## src/rtl/adder_rr_sched.sv

```systemverilog
// Round-robin scheduler sharing one pipelined adder among NREQ requesters.
// Each issue is tagged with its requester id and its result is routed back after LAT+1 cycles.
//
// state    | meaning
// WAIT_RDY | after reset, waiting for the adder to report ready
// RUN      | granting one operand set per cycle
// DRAIN    | hold requested, no grants, waiting for in-flight ops to return
// HELD     | adder empty and parked until hold drops
module adder_rr_sched #(
    parameter int NREQ = 4,
    parameter int W    = 4,
    parameter int LAT  = 3
) (
    input  logic              clk,
    input  logic              reset_n,
    input  logic [NREQ-1:0]   req,
    input  logic [NREQ*W-1:0] req_a,
    input  logic [NREQ*W-1:0] req_b,
    input  logic [NREQ-1:0]   req_cin,
    input  logic              hold,
    output logic [NREQ-1:0]   gnt,
    output logic              add_start,
    output logic [W-1:0]      add_a,
    output logic [W-1:0]      add_b,
    output logic              add_cin,
    input  logic              add_ready,
    input  logic [W-1:0]      add_s,
    input  logic              add_cout,
    output logic [NREQ-1:0]   rsp_valid,
    output logic [W-1:0]      rsp_s,
    output logic              rsp_cout,
    output logic              busy
);

    localparam int IDW = $clog2(NREQ);
    localparam int CW  = $clog2(LAT + 2);

    typedef enum logic [1:0] {
        WAIT_RDY,
        RUN,
        DRAIN,
        HELD
    } state_t;

    state_t         state;
    state_t         state_nxt;
    logic [IDW-1:0] ptr;
    logic [IDW-1:0] win_id;
    logic           win_found;
    logic [LAT-1:0] tag_vld;
    logic [IDW-1:0] tag_id [LAT];
    logic [CW-1:0]  inflight;

    // Search starts just after the last winner so every requester gets a turn.
    always_comb begin : arb
        int idx;
        idx       = 0;
        win_found = 1'b0;
        win_id    = ptr;
        for (int k = 1; k <= NREQ; k++) begin
            idx = (int'(ptr) + k) % NREQ;
            if (!win_found && req[IDW'(idx)]) begin
                win_found = 1'b1;
                win_id    = IDW'(idx);
            end
        end
    end

    always_comb begin
        gnt       = '0;
        add_start = 1'b0;
        add_a     = '0;
        add_b     = '0;
        add_cin   = 1'b0;
        if (state == RUN && !hold && add_ready && win_found) begin
            gnt[win_id] = 1'b1;
            add_start   = 1'b1;
            add_a       = req_a[win_id*W +: W];
            add_b       = req_b[win_id*W +: W];
            add_cin     = req_cin[win_id];
        end
    end

    always_comb begin
        state_nxt = state;
        unique case (state)
            WAIT_RDY: if (add_ready) state_nxt = RUN;
            RUN:      if (hold) state_nxt = DRAIN;
            DRAIN: begin
                if (!hold) state_nxt = RUN;
                else if (inflight == '0) state_nxt = HELD;
            end
            HELD:     if (!hold) state_nxt = RUN;
            default:  state_nxt = WAIT_RDY;
        endcase
    end

    always_ff @(posedge clk or negedge reset_n) begin
        if (!reset_n) begin
            state <= WAIT_RDY;
            ptr   <= IDW'(NREQ - 1);
        end else begin
            state <= state_nxt;
            if (add_start) ptr <= win_id;
        end
    end

    // Tag pipe runs in lockstep with the adder pipeline; it never stalls.
    always_ff @(posedge clk or negedge reset_n) begin
        if (!reset_n) begin
            tag_vld <= '0;
            for (int i = 0; i < LAT; i++) tag_id[i] <= '0;
        end else begin
            tag_vld[0] <= add_start;
            tag_id[0]  <= win_id;
            for (int i = 1; i < LAT; i++) begin
                tag_vld[i] <= tag_vld[i-1];
                tag_id[i]  <= tag_id[i-1];
            end
        end
    end

    always_ff @(posedge clk or negedge reset_n) begin
        if (!reset_n) begin
            rsp_valid <= '0;
            rsp_s     <= '0;
            rsp_cout  <= 1'b0;
        end else if (tag_vld[LAT-1]) begin
            rsp_valid <= NREQ'(1) << tag_id[LAT-1];
            rsp_s     <= add_s;
            rsp_cout  <= add_cout;
        end else begin
            rsp_valid <= '0;
        end
    end

    // Counts an op from issue until its response pulse has been presented.
    always_ff @(posedge clk or negedge reset_n) begin
        if (!reset_n) begin
            inflight <= '0;
        end else begin
            unique case ({add_start, |rsp_valid})
                2'b10:   inflight <= inflight + CW'(1);
                2'b01:   inflight <= inflight - CW'(1);
                default: inflight <= inflight;
            endcase
        end
    end

    assign busy = (inflight != '0);

endmodule

```

## config.mk

```make
export PLATFORM = sky130hd
export DESIGN_NAME = adder_rr_sched
export DESIGN_NICKNAME = d
export VERILOG_FILES = /design/src/rtl/adder_rr_sched.sv
export SDC_FILE = /design/constraint.sdc
export NUM_CORES = 1
export LEC_CHECK = 0
export CAP_MARGIN = 5
export CELL_PAD_IN_SITES_DETAIL_PLACEMENT = 1
export CELL_PAD_IN_SITES_GLOBAL_PLACEMENT = 1
export CORE_MARGIN = 4
export CORE_UTILIZATION = 29
export DETAILED_ROUTE_END_ITERATION = 10
export GPL_ROUTABILITY_DRIVEN = 0
export PLACE_DENSITY = 0.77
export SYNTH_ARGS = -nofsm -noshare
export SYNTH_HDL_FRONTEND = slang
export SYNTH_SLANG_ARGS = --single-unit
```

## constraint.sdc

```tcl
create_clock -name clk -period 3.28 [get_ports clk]
set_clock_uncertainty 0.05 [all_clocks]
set_input_delay 0.984 -clock clk [delete_from_list [all_inputs] [get_ports clk]]
set_output_delay 0.984 -clock clk [all_outputs]
set_load 0.02 [all_outputs]
```

After elaboration in Yosys (flattened, before gate mapping) --
Index checks and enable logic that the tools add are counted.
Word-level totals: register bits after elaboration 25, bits in latches 0, bits in writable memories 0, bits in read-only memories 0, input bits 49, logic and storage cells 88, memories 0
Operators by class: add/subtract/negate cells 6, multiply operators 0, div/mod/pow operators 0, $lt $le $gt $ge 6, equality and inequality tests 9, shifts and indexed selects 3, mux-type cells 37, bitwise gates (word level) 0, reductions and logical operators 17
Operator list (count):
- variable part select 16 x 5 -> 4 bit | 2
- 2-to-1 mux 2 bit | 9
- less-than comparator 2 x 4 -> 1 bit (second input constant) | 4
- 2-to-1 mux 1 bit | 16
- 2-to-1 mux 4 bit | 4
- binary-select mux 1 bit (select 2 bit) | 5
- case mux 2 bit (4 select lines) | 1
- logical AND 1 bit | 7
- == test 2 bit (second input constant) | 3
- inequality test 2 bit (second input constant) | 3
- case mux 3 bit (2 select lines) | 1
- adder 2 x 1 -> 2 bit (second input constant) | 2
- adder 2 bit (second input constant) | 2
- == test 2 x 1 -> 1 bit (second input constant) | 2
- zero test 1 bit | 4
- AND reduction 4 bit | 1
- OR reduction 4 bit | 1
- << shifter 1 x 2 -> 4 bit (first input constant) | 1
- adder 3 x 1 -> 3 bit (second input constant) | 1
- zero test 3 bit | 1
- less-than comparator 2 x 3 -> 1 bit (second input constant) | 1
- inequality test 3 bit (second input constant) | 1
- nonzero test 3 bit | 1
- subtractor 3 x 1 -> 3 bit (second input constant) | 1
- 4 further kinds | 4

Longest topological paths before layout --
Gate-level depths: netlist of the first run.
word-level depth 19, depth in mapped cells 11, mapped depth without buffers 10

Worst setup path before layout of the first run --
Ideal clock, no wire load.
path kind input to output, start point input req[1], end point output add_b[3], arrival time 2.245 ns, data required time 2.246 ns, path slack 0.001 ns, stages 6, buffers on the path 2, cell sequence or4_1 > and3_1 > buf_2 > nand2b_2 > buf_6 > o22ai_1
Between the ends: cells in the longest elaborated chain, start to end 15, elaborated cells between the ends (all ways) 29, those cells by class 1 x shift; 21 x mux; 7 x reduce/logical
RTL lines:
- start, declared | RTL line 16 | input logic [NREQ-1:0] req,
- binary-select mux 1 bit (select 2 bit) | RTL line 62 | if (!win_found && req[IDW'(idx)]) begin
- 2-to-1 mux 1 bit (not written as such) (2 in series) | RTL line 62
- 2-to-1 mux 1 bit | RTL line 62
- zero test 1 bit | RTL line 62
- logical AND 1 bit | RTL line 62
- 2-to-1 mux 1 bit | RTL line 62
- zero test 1 bit | RTL line 62
- logical AND 1 bit | RTL line 62
- 2-to-1 mux 1 bit | RTL line 62
- zero test 1 bit | RTL line 62
- logical AND 1 bit | RTL line 62
- 2-to-1 mux 2 bit / 2-to-1 mux 1 bit (equally long branches) | RTL line 62
- variable part select 16 x 5 -> 4 bit / logical AND 1 bit (equally long branches) | RTL line 79, 75
- 2-to-1 mux 4 bit (*) | RTL line 75 | if (state == RUN && !hold && add_ready && win_found) begin
- end, declared | RTL line 24 | output logic [W-1:0] add_b,
Mark *: on every way between the ends. The rest lies on a longest branch, timed or not. The select of a mux whose other input is x is not followed.

Final worst setup path of the first run --
start point input req[2], end point output add_a[0]
Between the ends: cells in the longest elaborated chain, start to end 15, elaborated cells between the ends (all ways) 29, those cells by class 1 x shift; 21 x mux; 7 x reduce/logical
RTL lines:
- binary-select mux 1 bit (select 2 bit) | RTL line 62
- 2-to-1 mux 1 bit (not written as such) (2 in series) | RTL line 62
- 2-to-1 mux 1 bit | RTL line 62
- zero test 1 bit | RTL line 62
- logical AND 1 bit | RTL line 62
- 2-to-1 mux 1 bit | RTL line 62
- zero test 1 bit | RTL line 62
- logical AND 1 bit | RTL line 62
- 2-to-1 mux 1 bit | RTL line 62
- zero test 1 bit | RTL line 62
- logical AND 1 bit | RTL line 62
- 2-to-1 mux 2 bit / 2-to-1 mux 1 bit (equally long branches) | RTL line 62
- variable part select 16 x 5 -> 4 bit / logical AND 1 bit (equally long branches) | RTL line 78, 75
- 2-to-1 mux 4 bit (*) | RTL line 75
- end, declared | RTL line 23 | output logic [W-1:0] add_a,
Marks and branches as above.

==> flow_summary.ini, run 1 <==
[outcome]
status = finished with violations
violations = setup timing

[critical_path]
crit_end = add_a[0]
rr_endpoint = inflight[2]
critPathMaxFanout = 6
endpoint_kind = output port
cp.required_ns = 2.25
startpoint = req[2]
criticalPathCategory = in -> out
reg2reg_depth = 11
rrSetupSlack_ns = 0.69
r2r_start = state[1]
start_kind = primary input
arrival_ns = 2.30

[route]
num_vias = 1288
drc = 0
via_per_inst = 4.735
drt_wl_total_um = 4866
wl_per_cell_um = 17.89
drt_iter0_markers = 15
ant_nets = 0
first_pass_iters = 4

[pwr]
ir_worst_vdd_uv = 311.2
p_int_mw = 1.211
power_mw = 1.925
p_per_area_nw_per_um2 = 725.9
comb_power_share_pct = 62.3
p_leak_nw = 1.144
swShare_pct = 37.11
pwr-share-clk_pct = 9.6
seqPwrFrac_pct = 28.1
power_switching_mw = 0.7146

[timing]
tns_ns = -0.2551
timing.fmax_mhz = 299.9
relSlewSlack_pct = 78.71
setup_viol = 9
worst_pin_slew_ns = 0.3194
period_needed_ns = 3.335
rsz0062_at_grt = yes
fin_ws_ns = -0.05477
slew_violations = 0
final_hold_viol_count = 0
period_share_pct = 101.7

[global_route]
grt_antenna_before_repair = 0
grt_start_max_net_pins = 26
overflow = 0
grt_pass1_wl_um = 7976
grt_pass1_vias = 1538
grt.total_usage_pct = 16.75

[die]
fp.dieW_um = 77.73
core_um2 = 4723
ioPinCount = 73
die_h_um = 77.73
die_area_um2 = 6042
row_count = 25
start_util_pct = 29.85

[synthesis]
synthCells = 115
synth_enable_flop_cells = 0
syn_avg_cell_area_um2 = 12.26
syn_area_um2 = 1410
yosysUniqueCellTypes = 34
synthFlopType = dfrtp_1
syn_nets = 170
yosysSeqAreaShare_pct = 44.54
ys_ff_latch = 25
synthArstFlopShare_pct = 100.0
yosys_warnings = 0

[clocking]
clk_pin_slew_ns = 0.09
clockBufferDepth = 2
clk_latency_ns = 0.26
htree_num_levels = 1
tritoncts = done
clk_root_buffer_cell = clkbuf_8
clkSinkCount = 25
holdBufCountCts = 0
cts_buffers = 3

[final_layout]
drive_above_1_share_pct = 40.49
finalNonFillerCells = 272
diodes = 0
synthToLayoutAreaGrowth_pct = 88.11
fin_nets = 261

[placement]
hpwl_um = 3277
pre_cts_ws_ns = -0.9233
portBuffers = 72
dpl.cell_count = 257

[job]
maxCapViolations = 0

[worst_hold_path]
hold_class = reg -> reg
[cells by family (layout without fill, tap and decap cells)]
family          count (synthesis)  in the layout  synth area share (%)
mux                            28             28                 20.41
fa+ha+maj                       6              6                 5.856
flops                          25             25                 44.54
buf+inv                        13            102                 5.944
xor+xnor                        3              3                 1.864
compound gates                 17             17                 12.07
simple gates                   23             24                 9.318
[cell usage after synthesis (2+ instances only)]
master | instances | share of area [%]
and3_1 | 2 | 0.89
a221oi_2 | 2 | 2.1
inv_1 | 6 | 1.6
a21o_1 | 2 | 1.1
xnor2_1 | 2 | 1.2
mux2i_1 | 22 | 16
mux2_2 | 6 | 4.8
dfrtp_1 | 23 | 41
or4_1 | 2 | 1.1
buf_6 | 4 | 3.2
o22ai_1 | 2 | 0.89
nand2_1 | 2 | 0.53
dfstp_2 | 2 | 3.7
o22ai_2 | 7 | 6.2
ha_1 | 5 | 4.4
nor3b_1 | 2 | 1.1
nor2_1 | 7 | 1.9
[power groups by stage]
stage          clock [mW]  sequential (mW)  combinational (mW)
2_1_floorplan           0            0.549               0.506
3_3_place_gp            0            0.522               0.824
3_5_place_dp            0            0.540               0.872
4_1_cts             0.190            0.537                1.12
5_1_grt             0.203            0.565                1.28
6_report            0.185            0.541                1.20
[metal layers]
metal	wire, um	vias to the layer above	track usage, %
met1	1641	613	16.44
met4	136	0	6.584
met3	560	12	8.121
met2	2527	72	29.97
li1	-	591	-
met5	0	-	0
[stage by stage]
step	hold WS, ns	util (%)	instance area (um2)
6_report	0.3051	56.16	2653
3_5_place_dp	0.2856	47.68	2252
5_1_grt	0.3164	56.16	2653
2_1_floorplan	0.2812	-	1410
4_1_cts	0.3067	54.20	2560
3_3_place_gp	0.2814	47.68	2252
[critical path, cell delays in order]
cell and delay (ns):
buf_6 0.11, mux2i_4 0.08, a221oi_4 0.29, buf_6 0.19
buf_12 0.15, mux2i_1 0.25, o22ai_2 0.10, buf_6 0.14
[how the worst min path moves through the flow]
stage,start,end,cells after the start,slack (ns)
2_1_floorplan,tag_id[2],tag_id[0],0,0.28
3_3_place_gp,tag_id[4],tag_id[2],0,0.28
3_5_place_dp,tag_vld[0],tag_vld[1],0,0.29
6_report,tag_id[3],tag_id[1],0,0.31
4_1_cts,tag_vld[0],tag_vld[1],0,0.31
5_1_grt,tag_id[2],tag_id[0],0,0.32
[layout make-up]
class	instances	area, um2
inverter	6	22.52
sequential	25	628.1
clock buffer	3	41.29
tap	67	83.83
fill	472	2071
clock inverter	1	7.507
timing repair buffer	92	957.2
multi-input combinational	78	912.1
[placed cells by master (no fill, tap or decap), types with 2 or more instances in the layout]
master,n
a21o_1,2
buf_12,2
buf_16,2
buf_2,4
buf_4,13
buf_6,16
clkbuf_8,3
clkdlybuf4s50_1,53
dfrtp_1,23
dfstp_2,2
ha_1,5
inv_1,6
mux2_2,6
mux2i_1,9
mux2i_2,4
mux2i_4,9
nand2_1,2
nand2b_4,2
nor2_1,5
nor2_2,2
o22ai_1,2
o22ai_2,6
or4_1,2
xnor2_1,2
[registers in the layout, summed over array words and instances (netlist names)]
register   flops
inflight       3
ptr            2
rsp_cout       1
rsp_s          4
rsp_valid      4
state          2
tag_id         6
tag_vld        3
[timing repair]
item                       CTS  global route
resized for setup          130            10
cloned                       3             1
setup endpoints to repair   14            12
pin swaps                    4             2
buffers inserted             6             1
Note: power is estimated with default switching activity, not from simulation.
==> run 2: changes to the inputs <==
--- a/config.mk
+++ b/config.mk
@@ -16,3 +16,4 @@
 export SYNTH_ARGS = -nofsm -noshare
 export SYNTH_HDL_FRONTEND = slang
 export SYNTH_SLANG_ARGS = --single-unit
+export TNS_END_PERCENT = 10
==> constraint.sdc (replaced) <==
create_clock -name clk -period 3.28 [get_ports clk]
set_clock_uncertainty 0.05 [all_clocks]
set_input_delay 0.984 -clock clk [delete_from_list [all_inputs] [get_ports clk]]
set_output_delay 0.984 -clock clk [all_outputs]
set_load 0.005 [all_outputs]
==> flow_summary.ini, run 2 (synthesis gave the netlist of run 1 again) <==
[critical_path]
cp_slowest_stage_delay_ns = 0.29
path_cells = buf_6, buf_6, a221oi_4, buf_4, buf_12, mux2i_4, o22ai_2, buf_2
arrival_ns = 2.29
cp.required_ns = 2.25
cpMostUsedCell = buf_6
criticalPathCategory = in -> out
endpoint_kind = output port
crit_path_top_delay_cell = a221oi_4
start_kind = primary input
critPathMaxFanout = 11

[route]
drt_iter0_markers = 27
first_pass_iters = 2
wl_per_cell_um = 17.35
via_per_inst = 4.708
drc = 0
ant_nets = 0
num_vias = 1323
drt_wl_total_um = 4876

[clocking]
htree_num_levels = 1
clk_latency_ns = 0.27
tritoncts = done
cts_buffers = 3
clk_root_buffer_cell = clkbuf_8
clkSinkCount = 25
clockBufferDepth = 2
clk_pin_slew_ns = 0.08

[final_layout]
drive_above_1_share_pct = 41.12
finalNonFillerCells = 281
reg_top3 = tag_id: 6 flops, rsp_s: 4 flops, rsp_valid: 4 flops
diodes = 0
mostFrequentLayoutCells = clkdlybuf4s50_1, dfrtp_1, buf_4
largest_reg_flops = 6
fill_cells = 485
max_flop_register = tag_id
final_common_cell = clkdlybuf4s50_1
fin_nets = 270
synthToLayoutAreaGrowth_pct = 84.65
final_util_pct = 55.13

[timing]
final_hold_viol_count = 0
fin_ws_ns = -0.04125
tns_ns = -0.1369
relSlewSlack_pct = 79.65
worst_pin_slew_ns = 0.3053
slew_violations = 0
rsz0062_at_grt = yes
period_needed_ns = 3.321
timing.fmax_mhz = 301.1
whs_ns = 0.3066
period_share_pct = 101.3
setup_viol = 6

[pwr]
p_per_area_nw_per_um2 = 686.3
ir_worst_vdd_uv = 261.8
power_mw = 1.787
p_leak_nw = 1.176

[worst_hold_path]
hold_class = reg -> reg

[placement]
hpwl_um = 3286
portBuffers = 72
dpl.cell_count = 256

[outcome]
status = finished with violations
violations = setup timing

[die]
die_area_um2 = 6042
fp.dieW_um = 77.73
row_count = 25
die_h_um = 77.73
ioPinCount = 73
start_util_pct = 29.85
core_um2 = 4723

[global_route]
overflow = 0
grt_pass1_vias = 1593
grt.total_usage_pct = 17.07
grt_pass1_wl_um = 8010
grt_antenna_before_repair = 0
grt_start_max_net_pins = 26

[job]
maxCapViolations = 0
[run 2: final timing paths]
kind / start / endpoint / slack, ns / cells past startpoint
setup / recovery: req[3] / add_a[2] / -0.04 / 8
hold / removal: tag_id[4] / tag_id[2] / 0.31 / 0
setup reg to reg: state[1] / inflight[2] / 0.77 / 11
hold reg to reg: tag_id[4] / tag_id[2] / 0.31 / 0
max in group asynchronous: reset_n / ptr[0] / 1.87 / 2
min in group asynchronous: reset_n / inflight[1] / 1.02 / 2
[run 2: final cells by class]
class	instances	area (um2)	area share (%)
Inverter	6	22.52	0.8650
Clock buffer	3	41.29	1.586
Sequential cell	25	628.1	24.12
Multi-Input combinational cell	79	879.6	33.78
Clock inverter	1	7.507	0.2883
Timing Repair Buffer	100	940.9	36.14
Tap cell	67	83.83	3.220
[run 2: worst max-delay path: cells and delay by family]
family                 cells  cell delay [ns]
muxes                      1             0.25
AOI/OAI and AO/OA          2             0.38
buffers and inverters      5             0.65
[run 2: metrics by stage]
stage	instance area (um2)	setup WS, ns
after floorplan	1410	0.1278
after global placement	2245	-0.7798
after detailed placement	2245	-0.8606
after CTS	2562	-0.07154
after global routing	2604	-0.1022
final	2604	-0.04125
[run 2: what timing repair did]
action,4_1_cts,5_1_grt
pin swaps,9,7
gates resized for setup,103,22
hold buffers,0,0
buffers inserted,19,1
endpoints found under the hold margin,0,0
gates cloned,3,0
endpoints found under the setup margin,14,14
[run 2: where the power goes]
part / switching (mW) / internal (mW) / leakage, nW
Sequential: 0.108 / 0.441 / 0.306
Combinational: 0.417 / 0.639 / 0.849
Clock: 0.0965 / 0.0860 / 0.0217
Total: 0.621 / 1.17 / 1.18
[run 2: metal layers]
layer	track usage [%]	routed length [um]	share of wire, %
met1	16.00	1573	32
met2	33.39	2688	55
met3	7.077	522	11
met4	4.448	93	1.9
met5	0	0	0
==> run 3: changes to the inputs <==
--- a/config.mk
+++ b/config.mk
@@ -8,10 +8,10 @@
 export CAP_MARGIN = 5
 export CELL_PAD_IN_SITES_DETAIL_PLACEMENT = 1
 export CELL_PAD_IN_SITES_GLOBAL_PLACEMENT = 1
-export CORE_MARGIN = 4
 export CORE_UTILIZATION = 29
 export DETAILED_ROUTE_END_ITERATION = 10
 export GPL_ROUTABILITY_DRIVEN = 0
+export GPL_TIMING_DRIVEN = 0
 export PLACE_DENSITY = 0.77
 export SYNTH_ARGS = -nofsm -noshare
 export SYNTH_HDL_FRONTEND = slang
==> flow_summary.ini, run 3 (synthesis gave the netlist of run 1 again) <==
[clocking]
clk_root_buffer_cell = clkbuf_8
clk_pin_slew_ns = 0.08
tritoncts = done
cts_buffers = 3
clk_latency_ns = 0.26
clockBufferDepth = 2
htree_num_levels = 1
holdBufCountCts = 0
clkSinkCount = 25

[final_layout]
fill_cells = 511
multi_input_area_um2 = 777.0
fin_nets = 263
reg_top3 = tag_id: 6 flops, rsp_s: 4 flops, rsp_valid: 4 flops
diodes = 0
max_flop_register = tag_id
mostFrequentLayoutCells = clkdlybuf4s50_1, dfrtp_1, mux2i_1
drive_above_1_share_pct = 34.78
final_common_cell = clkdlybuf4s50_1
register_area_um2 = 628.1
synthToLayoutAreaGrowth_pct = 70.98
finalNonFillerCells = 261
largest_reg_flops = 6

[critical_path]
reg2reg_depth = 11
start_kind = primary input
crit_family = simple AND/OR/NAND/NOR gates
cp_slowest_stage_delay_ns = 0.52
worst-path-stages = 8
criticalPathCategory = in -> out
endpoint_kind = output port
cpMostUsedCell = buf_8
arrival_ns = 2.32
critPathMaxFanout = 7
cp_num_buf_inv = 4
cp.required_ns = 2.25
path_cells = buf_8, or4_4, and3_4, nand2b_4, buf_8, buf_6, o22ai_2, buf_2
crit_path_top_delay_cell = or4_4

[placement]
portBuffers = 72
pre_cts_ws_ns = -1.013
dpl.cell_count = 241
hpwl_um = 3053

[timing]
period_share_pct = 102.2
period_needed_ns = 3.353
rsz0062_at_grt = yes
slew_violations = 0
final_hold_viol_count = 0
timing.fmax_mhz = 298.2
setup_viol = 8
fin_ws_ns = -0.07343
worst_pin_slew_ns = 1.081
tns_ns = -0.4072
relSlewSlack_pct = 27.73

[pwr]
power_mw = 1.586
p_leak_nw = 1.128
ir_worst_vdd_uv = 240.2
p_per_area_nw_per_um2 = 657.8

[global_route]
grt_util_met2_pct = 30.71
grt_start_max_net_pins = 26
grt.total_usage_pct = 16.14
overflow = 0
grt_pass1_vias = 1410
grt_antenna_before_repair = 0
busiest_layer = met2
grt_pass1_wl_um = 6458
grtUsageMet3_pct = 5.204
grt_use_met1_pct = 17.20

[route]
wl_per_cell_um = 15.29
first_pass_iters = 4
drt_iter0_markers = 34
via_per_inst = 4.870
drc = 0
ant_nets = 0
num_vias = 1271
drt_wl_total_um = 3991

[die]
core_um2 = 4692
die_h_um = 71.73
row_count = 25
fp.dieW_um = 71.73
die_area_um2 = 5145
ioPinCount = 73
start_util_pct = 30.05

[job]
maxCapViolations = 0

[outcome]
violations = setup timing
status = finished with violations

[worst_hold_path]
holdPathStages = 0
hold_class = reg -> reg
[run 3: cell count changes in the layout (fill, tap and decap cells not counted), sizes merged]
cell,previous run,this run
nand2,4,3
dlygate4sd2,1,2
clkinvlp,1,0
nand2b,3,2
clkdlybuf4s15,1,0
buf,43,37
clkbuf,5,7
[run 3: final timing paths]
path,start,to,slack [ns]
worst min register to register,tag_vld[0],tag_vld[1],0.30
worst min-delay path,tag_vld[0],tag_vld[1],0.30
min in group asynchronous,reset_n,inflight[2],1.25
worst max register to register,state[1],inflight[2],0.80
worst max-delay path,req[0],add_b[2],-0.07
max in group asynchronous,reset_n,rsp_valid[2],1.28
[run 3: layout make-up]
cell class	count	share of cell area, %
repair buffers	89	32.95
flip-flops and latches	25	26.05
multi-input cells	77	32.23
inverters	6	0.9341
plain buffers	6	3.166
clock buffers	4	1.868
well taps	54	2.802
[run 3: power breakdown]
part / switching, mW / internal [mW]
Clock: 0.0922 / 0.0868
Combinational: 0.364 / 0.526
Sequential: 0.0781 / 0.440
Total: 0.534 / 1.05
[run 3: what timing repair did]
item | 4_1_cts | 5_1_grt
buffers inserted | 15 | 2
cloned | 0 | 0
setup endpoints to repair | 14 | 13
hold endpoints to repair | 0 | 0
gates resized for setup | 87 | 11
pin swaps | 7 | 3
[run 3: worst reg2reg max path: cells and delay by family (launching register included)]
| kind | cells | cell delay [ns] |
|---|---|---|
| xor gates and xnor gates | 2 | 0.29 |
| and+or+nand+nor | 3 | 0.50 |
| buffers and inverters | 3 | 0.29 |
| DFF | 1 | 0.41 |
| adders and majority gates | 3 | 0.82 |
[run 3: metal layers]
metal | share of wire [%] | up-vias
li1 | - | 591
met1 | 37 | 606
met2 | 53 | 68
met3 | 8.5 | 6
met4 | 0.95 | 0
met5 | 0 | -
[run 3: through the flow]
stage               util (%)  instance area (um2)  hold WS [ns]
finish                 51.39                 2411        0.3041
global route           51.39                 2411        0.3173
CTS                    50.53                 2371        0.3071
detailed placement     46.85                 2198        0.2871
global placement       46.85                 2198        0.2826
floorplan                  -                 1410        0.2812
